--- src/rtl/pipe_stage_reg.sv ---
// pipe_stage_reg: generic inter-stage pipeline register with valid/ready handshake.
//
// Carries PC, instruction, control word, data, register-A operand and destination
// index from one stage to the next. SKID=1 builds a 2-entry elastic stage (output
// register plus skid register) whose in_ready_o comes straight from a flop, so there
// is no combinational path from out_ready_i back upstream. SKID=0 builds a single
// register with in_ready_o = !out_valid_o | out_ready_i.
//
// Ports:
//   clk_i            rising-edge clock
//   clr_ni           asynchronous active-low reset
//   flush_i          synchronous flush: drop contents, next cycle is a bubble
//   in_valid_i       upstream offers a beat
//   in_ready_o       stage can accept a beat this cycle
//   in_*_i           upstream payload fields
//   out_valid_o      out_*_o holds a valid beat
//   out_ready_i      downstream accepts the beat
//   out_*_o          registered payload fields, all zero whenever out_valid_o=0
//   stall_cnt_o      saturating count of cycles with out_valid_o & !out_ready_i

module pipe_stage_reg #(
    parameter int unsigned PC_W    = 16,
    parameter int unsigned INSTR_W = 16,
    parameter int unsigned CW_W    = 8,
    parameter int unsigned DATA_W  = 16,
    parameter int unsigned RA_W    = 16,
    parameter int unsigned DEST_W  = 3,
    parameter bit          SKID    = 1'b1,
    parameter int unsigned CNT_W   = 16
) (
    input  logic               clk_i,
    input  logic               clr_ni,
    input  logic               flush_i,
    input  logic               in_valid_i,
    output logic               in_ready_o,
    input  logic [PC_W-1:0]    in_pc_i,
    input  logic [INSTR_W-1:0] in_instr_i,
    input  logic [CW_W-1:0]    in_cw_i,
    input  logic [DATA_W-1:0]  in_data_i,
    input  logic [RA_W-1:0]    in_ra_i,
    input  logic [DEST_W-1:0]  in_dest_i,
    output logic               out_valid_o,
    input  logic               out_ready_i,
    output logic [PC_W-1:0]    out_pc_o,
    output logic [INSTR_W-1:0] out_instr_o,
    output logic [CW_W-1:0]    out_cw_o,
    output logic [DATA_W-1:0]  out_data_o,
    output logic [RA_W-1:0]    out_ra_o,
    output logic [DEST_W-1:0]  out_dest_o,
    output logic [CNT_W-1:0]   stall_cnt_o
);

    localparam int unsigned PW = PC_W + INSTR_W + CW_W + DATA_W + RA_W + DEST_W;

    logic [PW-1:0] in_beat;
    logic [PW-1:0] out_q, out_d;
    logic          out_valid_q, out_valid_d;
    logic [CNT_W-1:0] stall_q, stall_d;
    logic          accept, pop;

    assign in_beat = {in_pc_i, in_instr_i, in_cw_i, in_data_i, in_ra_i, in_dest_i};
    assign accept  = in_valid_i & in_ready_o;
    assign pop     = out_valid_q & out_ready_i;

    if (SKID) begin : g_skid
        typedef enum logic [1:0] {StEmpty, StOne, StTwo} state_e;

        state_e        st_q, st_d;
        logic [PW-1:0] skid_q, skid_d;
        logic          in_ready_q, in_ready_d;

        always_comb begin
            st_d        = st_q;
            skid_d      = skid_q;
            out_d       = out_q;
            out_valid_d = out_valid_q;
            if (flush_i) begin
                // A pop this cycle has already been taken downstream; nothing to keep.
                st_d        = StEmpty;
                skid_d      = '0;
                out_d       = '0;
                out_valid_d = 1'b0;
            end else begin
                case (st_q)
                    StEmpty: begin
                        if (accept) begin
                            out_d       = in_beat;
                            out_valid_d = 1'b1;
                            st_d        = StOne;
                        end
                    end
                    StOne: begin
                        if (accept && pop) begin
                            out_d = in_beat;
                        end else if (accept) begin
                            skid_d = in_beat;
                            st_d   = StTwo;
                        end else if (pop) begin
                            out_d       = '0;
                            out_valid_d = 1'b0;
                            st_d        = StEmpty;
                        end
                    end
                    StTwo: begin
                        // in_ready_o is low here, so only a pop can happen.
                        if (pop) begin
                            out_d  = skid_q;
                            skid_d = '0;
                            st_d   = StOne;
                        end
                    end
                    default: begin
                        st_d        = StEmpty;
                        skid_d      = '0;
                        out_d       = '0;
                        out_valid_d = 1'b0;
                    end
                endcase
            end
            in_ready_d = (st_d != StTwo);
        end

        always_ff @(posedge clk_i or negedge clr_ni) begin
            if (!clr_ni) begin
                st_q       <= StEmpty;
                skid_q     <= '0;
                in_ready_q <= 1'b1;
            end else begin
                st_q       <= st_d;
                skid_q     <= skid_d;
                in_ready_q <= in_ready_d;
            end
        end

        assign in_ready_o = in_ready_q;
    end else begin : g_noskid
        assign in_ready_o = ~out_valid_q | out_ready_i;

        always_comb begin
            out_d       = out_q;
            out_valid_d = out_valid_q;
            if (flush_i) begin
                out_d       = '0;
                out_valid_d = 1'b0;
            end else if (accept) begin
                out_d       = in_beat;
                out_valid_d = 1'b1;
            end else if (pop) begin
                out_d       = '0;
                out_valid_d = 1'b0;
            end
        end
    end

    always_comb begin
        stall_d = stall_q;
        if (out_valid_q && !out_ready_i && (stall_q != {CNT_W{1'b1}})) begin
            stall_d = stall_q + CNT_W'(1);
        end
    end

    always_ff @(posedge clk_i or negedge clr_ni) begin
        if (!clr_ni) begin
            out_q       <= '0;
            out_valid_q <= 1'b0;
            stall_q     <= '0;
        end else begin
            out_q       <= out_d;
            out_valid_q <= out_valid_d;
            stall_q     <= stall_d;
        end
    end

    assign out_valid_o = out_valid_q;
    assign {out_pc_o, out_instr_o, out_cw_o, out_data_o, out_ra_o, out_dest_o} = out_q;
    assign stall_cnt_o = stall_q;

endmodule
--- config.mk ---
export PLATFORM = sky130hd
export DESIGN_NAME = pipe_stage_reg
export DESIGN_NICKNAME = d
export VERILOG_FILES = /design/src/rtl/pipe_stage_reg.sv
export SDC_FILE = /design/constraint.sdc
export NUM_CORES = 1
export LEC_CHECK = 0
export BUFFER_PORTS_ARGS = -buffer_cell sky130_fd_sc_hd__buf_4
export CORE_ASPECT_RATIO = 0.9
export CORE_MARGIN = 10
export CORE_UTILIZATION = 30
export CTS_BUF_LIST = sky130_fd_sc_hd__clkbuf_8 sky130_fd_sc_hd__clkbuf_16
export CTS_CLUSTER_SIZE = 12
export DETAILED_ROUTE_END_ITERATION = 7
export PLACE_DENSITY_LB_ADDON = 0.08
export SETUP_SLACK_MARGIN = 0.4
export SYNTH_ARGS = -nofsm -noshare
export SYNTH_HDL_FRONTEND = slang
export SYNTH_SLANG_ARGS = --single-unit
--- constraint.sdc ---
create_clock -name clk_i -period 1.7 [get_ports clk_i]
set_clock_uncertainty 0.15 [all_clocks]
set_input_delay 0.085 -clock clk_i [delete_from_list [all_inputs] [get_ports clk_i]]
set_output_delay 0.085 -clock clk_i [all_outputs]
set_load 0.01 [all_outputs]
==> summary.txt, run 1 <==
total chip power = 0.0126 W
setup repair after global routing missed its margin = yes
number of synthesized register bits = 170
Final Worst Setup Slack = -0.122 ns
number of top-level pins = 173
post-synthesis cell area = 0.00817 mm²
area growth from synthesis to final layout = 56.9%
Post-synth EDFFs = 0
outcome = finished, violations left
endpoint arrival time on the critical path = 2.03 ns
Crit path required time = 1.91 ns
global-route wire length before repair = 42000 µm
Total Routing Usage GR = 15.4%
type of the worst setup path = flop to flop
x dimension of the die = 194 µm
share of cells above drive strength 1 = 44.5%
vias per inst = 4.73
sink count of the clock tree = 170
post-detailed-route wirelength per cell = 19.6 µm
Internal Dissipation = 0.00868 W
number of iterations in the first detailed-routing pass = 6
PortBufs = 172
cell count after synthesis = 689
number of standard-cell rows in the floorplan = 57
DR WL met2 = 13100 µm
number of remaining DRC errors = 0
global route overflow = 0
H-Tree Depth = 4
Crit. End Element = flop
shortest period the worst path allows = 1.82 ns
list of most frequent post-synthesis cells = sky130_fd_sc_hd__dfrtp_1, sky130_fd_sc_hd__nand2_1, sky130_fd_sc_hd__inv_1
Worst Hold Class = input pin to async pin
clk root buf = sky130_fd_sc_hd__clkbuf_16
worst-case headroom to the max-slew limit = 71.7%
uppermost signal routing layer after detailed routing = met4
number of nets in the synthesized netlist = 770
register share of total power = 37.9%
fraction of power spent switching nets = 30.9%
Final setup viols = 158
failing checks = negative hold slack, negative setup slack
detailed-routing wirelength on met1 = 12500 µm
Worst Setup Slack post-DPL = -0.0939 ns
max cap viols = 0
ant diodes = 0
number of warnings reported in the yosys synthesis log = 0
startpoint kind of the worst setup timing path = flop
last weighted congestion value of the routability-driven placer = 0.810
Reg clk slew, reported paths = 0.07 ns
CP max FO = 31
Yosys top cell by area = sky130_fd_sc_hd__dfrtp_1
leakage power = 6.14 nW
CTS tree = done
r2r setup slk = -0.12 ns
number of clock buffers inserted by TritonCTS = 17
vias in the first global route = 7132
number of antenna violations at the first check in global routing = 0
achievable frequency = 549 MHz
library cell with the highest instance count after synthesis = sky130_fd_sc_hd__dfrtp_1
sequential fraction of the synthesis area = 52.1%
height of the die = 177 µm
switching pwr = 0.00388 W
Longest Clk Path Bufs = 2
most instantiated flip-flop cell in the synthesis netlist = sky130_fd_sc_hd__dfrtp_1
effective utilization at floorplan = 30.4%
FILL cells = 2389
Routed met3 length = 1130 µm
remaining antenna violation count = 0
area fraction of the dominant cell type after synthesis = 51.8%
Post-synth ARST share = 100%
Cell variety after synth = 44
area of the core = 0.0269 mm²
pin count of the biggest net entering global routing = 49
drt total wl = 27000 µm
die area = 0.0342 mm²
combinational cell fraction of total power = 29.2%
Total Nets Final = 1090
insertion delay of the later-clocked pin in the worst-skew pair = 0.43 ns
worst-case hold slack = -0.0161 ns
final period utilization = 107%
pin slew with the least headroom to its limit = 0.424 ns
Fin Setup TNS = -10.34 ns
leading post-synthesis cells by cell area = sky130_fd_sc_hd__dfrtp_1, sky130_fd_sc_hd__o2bb2ai_2, sky130_fd_sc_hd__mux2i_1, sky130_fd_sc_hd__a22oi_1, sky130_fd_sc_hd__nand2_1
peak supply drop = 0.593 mV
via count = 6504
max-slew violation count = 0
power per standard cell area = 979 mW/mm²
detailed router's first-iteration violation count = 288
average cell area after synthesis = 11.9 µm²
hpwl dp = 16200 µm
number of endpoints with negative hold slack in the final report = 19
share of power burned in the clock network = 32.9%
critical path: stages, from the launching register on:
cell and delay (ns):
sky130_fd_sc_hd__dfrtp_2 0.44, sky130_fd_sc_hd__and3_1 0.22, sky130_fd_sc_hd__o32ai_4 0.27, sky130_fd_sc_hd__and2b_4 0.25, sky130_fd_sc_hd__buf_12 0.26, sky130_fd_sc_hd__o2bb2ai_2 0.14
layout make-up:
cell class | count | area (µm²) | area share [%]
well taps | 354 | 443 | 3.45
clock inverters | 15 | 188 | 1.46
inverters | 79 | 299 | 2.33
clock buffers | 17 | 425 | 3.32
flip-flops and latches | 170 | 4270 | 33.3
repair buffers | 352 | 3510 | 27.4
multi-input cells | 389 | 3690 | 28.8
metal layers:
metal | GRT usage, % | vias to the layer above
met5 | 0 | -
met4 | 4.52 | 0
met3 | 3.55 | 22
met2 | 25.1 | 151
met1 | 20.0 | 3257
li1 | - | 3074
cells in the final DEF (no fill, tap or decap), types with 4 or more instances in the layout:
master and instances:
sky130_fd_sc_hd__buf_4 204, sky130_fd_sc_hd__dfrtp_1 160, sky130_fd_sc_hd__inv_1 78, sky130_fd_sc_hd__dlygate4sd3_1 77
sky130_fd_sc_hd__mux2i_1 76, sky130_fd_sc_hd__o2bb2ai_2 74, sky130_fd_sc_hd__a22oi_1 72, sky130_fd_sc_hd__nand2_1 62
sky130_fd_sc_hd__buf_6 36, sky130_fd_sc_hd__buf_12 22, sky130_fd_sc_hd__clkbuf_16 20, sky130_fd_sc_hd__nand2_2 13
sky130_fd_sc_hd__xor2_1 13, sky130_fd_sc_hd__nand2_4 12, sky130_fd_sc_hd__dfrtp_2 9, sky130_fd_sc_hd__buf_16 8
sky130_fd_sc_hd__nor2_1 6, sky130_fd_sc_hd__nor2_4 5, sky130_fd_sc_hd__inv_6 5, sky130_fd_sc_hd__nor4_4 4
power by group through the flow:
stage          clock network (W)  logic [W]  registers, W
5_1_grt                  0.00441    0.00394       0.00481
4_1_cts                  0.00425    0.00342       0.00476
3_3_place_gp                   0    0.00284       0.00482
2_1_floorplan                  0    0.00145       0.00489
6_report                 0.00413    0.00366       0.00476
3_5_place_dp                   0    0.00289       0.00482
final timing paths:
path,start,cells past startpoint,to
max,out_valid_o,5,out_q[45]
min,clr_ni,2,out_q[73]
max reg2reg,out_valid_o,5,out_q[45]
min reg2reg,out_q[38],1,out_q[38]
max in group asynchronous,clr_ni,3,g_skid.skid_q[19]
min in group clk_i,out_ready_i,4,stall_cnt_o[8]
cells by family (layout without fill, tap and decap cells):
family	Yosys count	count (layout)	synth area share (%)
DFF	170	170	52.1
AOI/OAI and AO/OA	162	162	21.0
and+or+nand+nor	133	133	7.35
buffers and inverters	130	463	8.25
muxes	77	77	9.45
xor gates and xnor gates	16	16	1.72
adders and majority gates	1	1	0.153
registers in the layout, indices dropped and copies added, names as in the netlist:
signal,flops
in_ready_o,1
out_valid_o,1
g_skid.st_q,2
g_skid.skid_q,75
out_q,75
stall_cnt_o,16
through the flow:
step	area, µm²	utilization [%]	hold WS (ns)	instances
finish	12800	47.7	-0.0161	1376
global route	12800	47.7	0.00622	1376
CTS	12400	46.0	-0.00346	1359
detailed placement	10400	38.7	-0.112	1228
global placement	10400	38.7	-0.110	1228
floorplan	8360	-	-0.361	689
repair_timing:
action	in CTS	in global routing
endpoints found under the hold margin	324	0
pin swaps	20	20
endpoints found under the setup margin	188	192
gates resized for setup	51	66
cloned	9	3
hold buffers	77	0
buffers inserted	13	14
No activity file was read; power rests on OpenSTA's default activity.
==> run 2: changes to the inputs <==
--- a/config.mk
+++ b/config.mk
@@ -13,7 +13,8 @@
 export CTS_CLUSTER_SIZE = 12
 export DETAILED_ROUTE_END_ITERATION = 7
 export PLACE_DENSITY_LB_ADDON = 0.08
-export SETUP_SLACK_MARGIN = 0.4
+export SETUP_SLACK_MARGIN = 0.05
+export SKIP_CTS_REPAIR_TIMING = 1
 export SYNTH_ARGS = -nofsm -noshare
 export SYNTH_HDL_FRONTEND = slang
 export SYNTH_SLANG_ARGS = --single-unit
==> constraint.sdc (replaced) <==
create_clock -name clk_i -period 1.7 [get_ports clk_i]
set_clock_uncertainty 0.15 [all_clocks]
set_input_delay 0 -clock clk_i [delete_from_list [all_inputs] [get_ports clk_i]]
set_output_delay 0 -clock clk_i [all_outputs]
set_load 0.01 [all_outputs]
==> summary.txt, run 2 (synthesis gave the netlist of run 1 again) <==
clk root buf = sky130_fd_sc_hd__clkbuf_16
startpoint kind of the worst setup timing path = flop
sink count of the clock tree = 170
total chip power = 0.0123 W
number of remaining DRC errors = 0
crit path buf inv count = 1
effective utilization at floorplan = 30.4%
most common library cell in the layout ignoring fill and taps = sky130_fd_sc_hd__buf_4
detailed router's first-iteration violation count = 386
failing checks = negative hold slack, negative setup slack
H-Tree Depth = 4
sequential cell area in the final layout = 0.00426 mm²
Crit path required time = 1.90 ns
footprint of the multi-input gates = 0.00365 mm²
number of antenna violations at the first check in global routing = 0
Total Nets Final = 1086
peak supply drop = 0.549 mV
number of clock buffers inserted by TritonCTS = 17
number of iterations in the first detailed-routing pass = 4
height of the die = 177 µm
top cell family by delay on the critical path = simple AND/OR/NAND/NOR gates
Critical Path Max Stage Delay = 0.52 ns
hpwl dp = 16300 µm
area of the core = 0.0269 mm²
power per standard cell area = 966 mW/mm²
FILL cells = 2422
achievable frequency = 557 MHz
number of top-level pins = 173
vias in the first global route = 6660
ant diodes = 0
Fin Setup TNS = -5.74 ns
CTS tree = done
via count = 6565
Total Routing Usage GR = 13.7%
worst-case headroom to the max-slew limit = 74.8%
CP max FO = 3
setup repair after global routing missed its margin = yes
number of standard-cell rows in the floorplan = 57
chain of cells forming the critical path = buf_6 -> and3_4 -> or4b_4 -> nor4_4 -> xor2_1
Longest Clk Path Bufs = 2
remaining antenna violation count = 0
x dimension of the die = 194 µm
insertion delay of the later-clocked pin in the worst-skew pair = 0.42 ns
Final setup viols = 107
cell with the largest stage delay on the worst path = sky130_fd_sc_hd__or4b_4
Crit. End Element = flop
pin count of the biggest net entering global routing = 55
endpoint arrival time on the critical path = 2.00 ns
final period utilization = 106%
area growth from synthesis to final layout = 55.8%
max-slew violation count = 0
outcome = finished, violations left
pin slew with the least headroom to its limit = 0.376 ns
global route overflow = 0
Worst Hold Class = input pin to flop
Worst Setup Slack post-DPL = -0.105 ns
global-route wire length before repair = 38200 µm
max cap viols = 0
die area = 0.0342 mm²
worst-case hold slack = -0.0152 ns
number of endpoints with negative hold slack in the final report = 1
drt total wl = 27200 µm
share of the core filled with cells in the final layout = 47.3%
shortest period the worst path allows = 1.80 ns
leakage power = 6.02 nW
PortBufs = 172
Reg clk slew, reported paths = 0.07 ns
Final Worst Setup Slack = -0.0969 ns
last weighted congestion value of the routability-driven placer = 0.793
type of the worst setup path = flop to flop
vias per inst = 4.79
post-detailed-route wirelength per cell = 19.8 µm
r2r setup slk = -0.1 ns
share of cells above drive strength 1 = 41.2%
most frequent cells in the layout = sky130_fd_sc_hd__buf_4, sky130_fd_sc_hd__dfrtp_1, sky130_fd_sc_hd__nand2_1
## run 2: cell count changes in the layout (fill, tap and decap cells not counted), moves of 9 or more
cell	previous run	this run
sky130_fd_sc_hd__o2bb2ai_2	74	58
sky130_fd_sc_hd__buf_6	36	13
sky130_fd_sc_hd__nand2_1	62	85
sky130_fd_sc_hd__nand2_4	12	2
sky130_fd_sc_hd__o2bb2ai_1	0	9
sky130_fd_sc_hd__nand2_2	13	0
sky130_fd_sc_hd__clkbuf_16	20	31
## run 2: path summary, 6_finish.rpt
path                                 from           endpoint  cells past startpoint
hold / removal                 in_valid_i     g_skid.st_q[0]                      5
hold reg to reg                 out_q[57]          out_q[57]                      1
setup reg to reg           stall_cnt_o[0]    stall_cnt_o[15]                      5
min in group asynchronous          clr_ni          out_q[61]                      3
setup / recovery           stall_cnt_o[0]    stall_cnt_o[15]                      5
max in group asynchronous          clr_ni  g_skid.skid_q[37]                      4
## run 2: final cells by class
class / count / share of cell area [%]
sequential: 170 / 33.5
multi-input combinational: 389 / 28.7
timing repair buffer: 348 / 27.7
tap: 354 / 3.48
clock buffer: 17 / 3.34
inverter: 79 / 2.33
clock inverter: 14 / 0.973
## run 2: tightest hold or removal path: cells and delay by family
| kind | cells | cell delay, ns |
|---|---|---|
| buffers and inverters | 1 | 0.14 |
| AND/OR/NAND/NOR | 2 | 0.18 |
| XOR/XNOR | 1 | 0.12 |
| AO/OA/AOI/OAI | 1 | 0.07 |
## run 2: stage by stage
stage	std cells	area [µm²]
5_1_grt	1371	12700
4_1_cts	1249	10800
2_1_floorplan	689	8190
3_3_place_gp	1218	10200
6_report	1371	12700
3_5_place_dp	1218	10200
## run 2: power breakdown
part           internal [W]  switching [W]
Clock               0.00201        0.00170
Sequential          0.00443       0.000325
Combinational       0.00199        0.00183
Total               0.00844        0.00386
## run 2: routing by layer
layer	vias to the layer above	part of all wire, %	global-route usage, %
met3	17	3.8	3.91
met2	154	48	22.2
met1	3332	47	17.8
met5	-	0	0
li1	3062	-	-
met4	0	1.1	3.14
==> run 3: changes to the inputs <==
==> constraint.sdc (replaced) <==
create_clock -name clk_i -period 2.15 [get_ports clk_i]
set_clock_uncertainty 0.15 [all_clocks]
set_input_delay 0 -clock clk_i [delete_from_list [all_inputs] [get_ports clk_i]]
set_output_delay 0 -clock clk_i [all_outputs]
set_load 0.01 [all_outputs]
==> summary.txt, run 3 (synthesis gave the netlist of run 1 again) <==
outcome = finished, final reports clean
peak supply drop = 0.429 mV
uppermost signal routing layer after detailed routing = met4
shortest period the worst path allows = 1.89 ns
Longest Clk Path Bufs = 2
number of remaining DRC errors = 0
FILL cells = 2534
Routed met3 length = 1040 µm
pin count of the biggest net entering global routing = 57
power per standard cell area = 786 mW/mm²
number of standard-cell rows in the floorplan = 57
setup repair after global routing missed its margin = no
most frequent cells in the layout = sky130_fd_sc_hd__buf_4, sky130_fd_sc_hd__dfrtp_1, sky130_fd_sc_hd__nand2_1
number of antenna violations at the first check in global routing = 1
effective utilization at floorplan = 30.4%
final period utilization = 88.0%
Fin Setup TNS = 0 ns
achievable frequency = 529 MHz
endpoint arrival time on the critical path = 2.08 ns
number of clock buffers inserted by TritonCTS = 17
startpoint kind of the worst setup timing path = flop
PortBufs = 172
most common library cell in the layout ignoring fill and taps = sky130_fd_sc_hd__buf_4
Crit. End Element = flop
Final setup viols = 0
die area = 0.0342 mm²
CTS tree = done
total chip power = 0.00884 W
sequential cell area in the final layout = 0.00426 mm²
last weighted congestion value of the routability-driven placer = 0.769
H-Tree Depth = 4
share of cells above drive strength 1 = 31.5%
footprint of the multi-input gates = 0.00329 mm²
CP max FO = 27
pin slew with the least headroom to its limit = 0.563 ns
insertion delay of the later-clocked pin in the worst-skew pair = 0.43 ns
Worst Hold Class = input pin to flop
max-slew violation count = 0
sink count of the clock tree = 170
area of the core = 0.0269 mm²
global-route wire length before repair = 37900 µm
leakage power = 5.33 nW
Crit path required time = 2.34 ns
x dimension of the die = 194 µm
Reg clk slew, reported paths = 0.08 ns
vias in the first global route = 6292
hpwl dp = 15800 µm
worst-case headroom to the max-slew limit = 62.4%
detailed router's first-iteration violation count = 332
post-detailed-route wirelength per cell = 18.8 µm
area growth from synthesis to final layout = 37.7%
number of top-level pins = 173
number of endpoints with negative hold slack in the final report = 0
via count = 6162
share of the core filled with cells in the final layout = 41.8%
total placed instance area = 0.00987 mm²
height of the die = 177 µm
vias per inst = 4.74
max cap viols = 0
Total Routing Usage GR = 13.9%
clk root buf = sky130_fd_sc_hd__clkbuf_16
remaining antenna violation count = 0
type of the worst setup path = flop to flop
drt total wl = 24500 µm
Total Nets Final = 1013
post-route design area = 0.0113 mm²
number of iterations in the first detailed-routing pass = 4
DR WL met2 = 11700 µm
detailed-routing wirelength on met1 = 11400 µm
global route overflow = 0
-- run 3: cell types whose count changed in the layout (fill, tap and decap cells not counted), sizes merged, moves of 2 or more --
cell	change
clkbuf	-12
clkinv	+4
dlygate4sd3	+2
clkinvlp	-3
buf	-61
-- run 3: power by group --
part	switching [W]	internal (W)	leakage (nW)
registers	0.000265	0.00350	2.32
clock network	0.00140	0.00157	0.275
logic	0.00114	0.000968	2.74
total	0.00281	0.00604	5.33
-- run 3: critical path: stages (launching register included) --
cell and delay (ns):
sky130_fd_sc_hd__dfrtp_1 0.47, sky130_fd_sc_hd__and2_1 0.31, sky130_fd_sc_hd__nor2_1 0.11, sky130_fd_sc_hd__o21bai_4 0.26, sky130_fd_sc_hd__buf_12 0.28, sky130_fd_sc_hd__mux2i_1 0.22
-- run 3: per-layer routing --
layer,vias up,track usage [%]
li1,2917,-
met4,0,4.13
met5,-,0
met3,24,3.58
met2,156,22.5
met1,3065,17.9
-- run 3: final timing paths --
| path | from | endpoint | slack (ns) | cells past startpoint |
|---|---|---|---|---|
| worst min-delay path | in_cw_i[7] | g_skid.skid_q[42] | 0.23 | 4 |
| worst max-delay path | out_valid_o | g_skid.skid_q[50] | 0.26 | 5 |
| max in group asynchronous | clr_ni | g_skid.skid_q[60] | 0.30 | 4 |
| worst max register to register | out_valid_o | g_skid.skid_q[50] | 0.26 | 5 |
| worst min register to register | out_q[68] | out_q[68] | 0.35 | 1 |
| min in group asynchronous | clr_ni | g_skid.skid_q[61] | 0.50 | 3 |
-- run 3: layout make-up --
cell class	count	area share, %
Sequential cell	170	37.8
Multi-Input combinational cell	389	29.2
Timing Repair Buffer	275	21.3
Clock buffer	19	4.03
Tap cell	354	3.94
Inverter	79	2.64
Clock inverter	13	1.01
Antenna cell	1	0.0222
-- run 3: stage by stage --
stage               setup WS (ns)  instances  hold WS [ns]
floorplan                   0.270        689        -0.446
global placement            0.277       1186        -0.130
detailed placement          0.246       1186        -0.131
CTS                         0.227       1218        -0.606
global route               0.0888       1300         0.230
finish                      0.258       1300         0.235
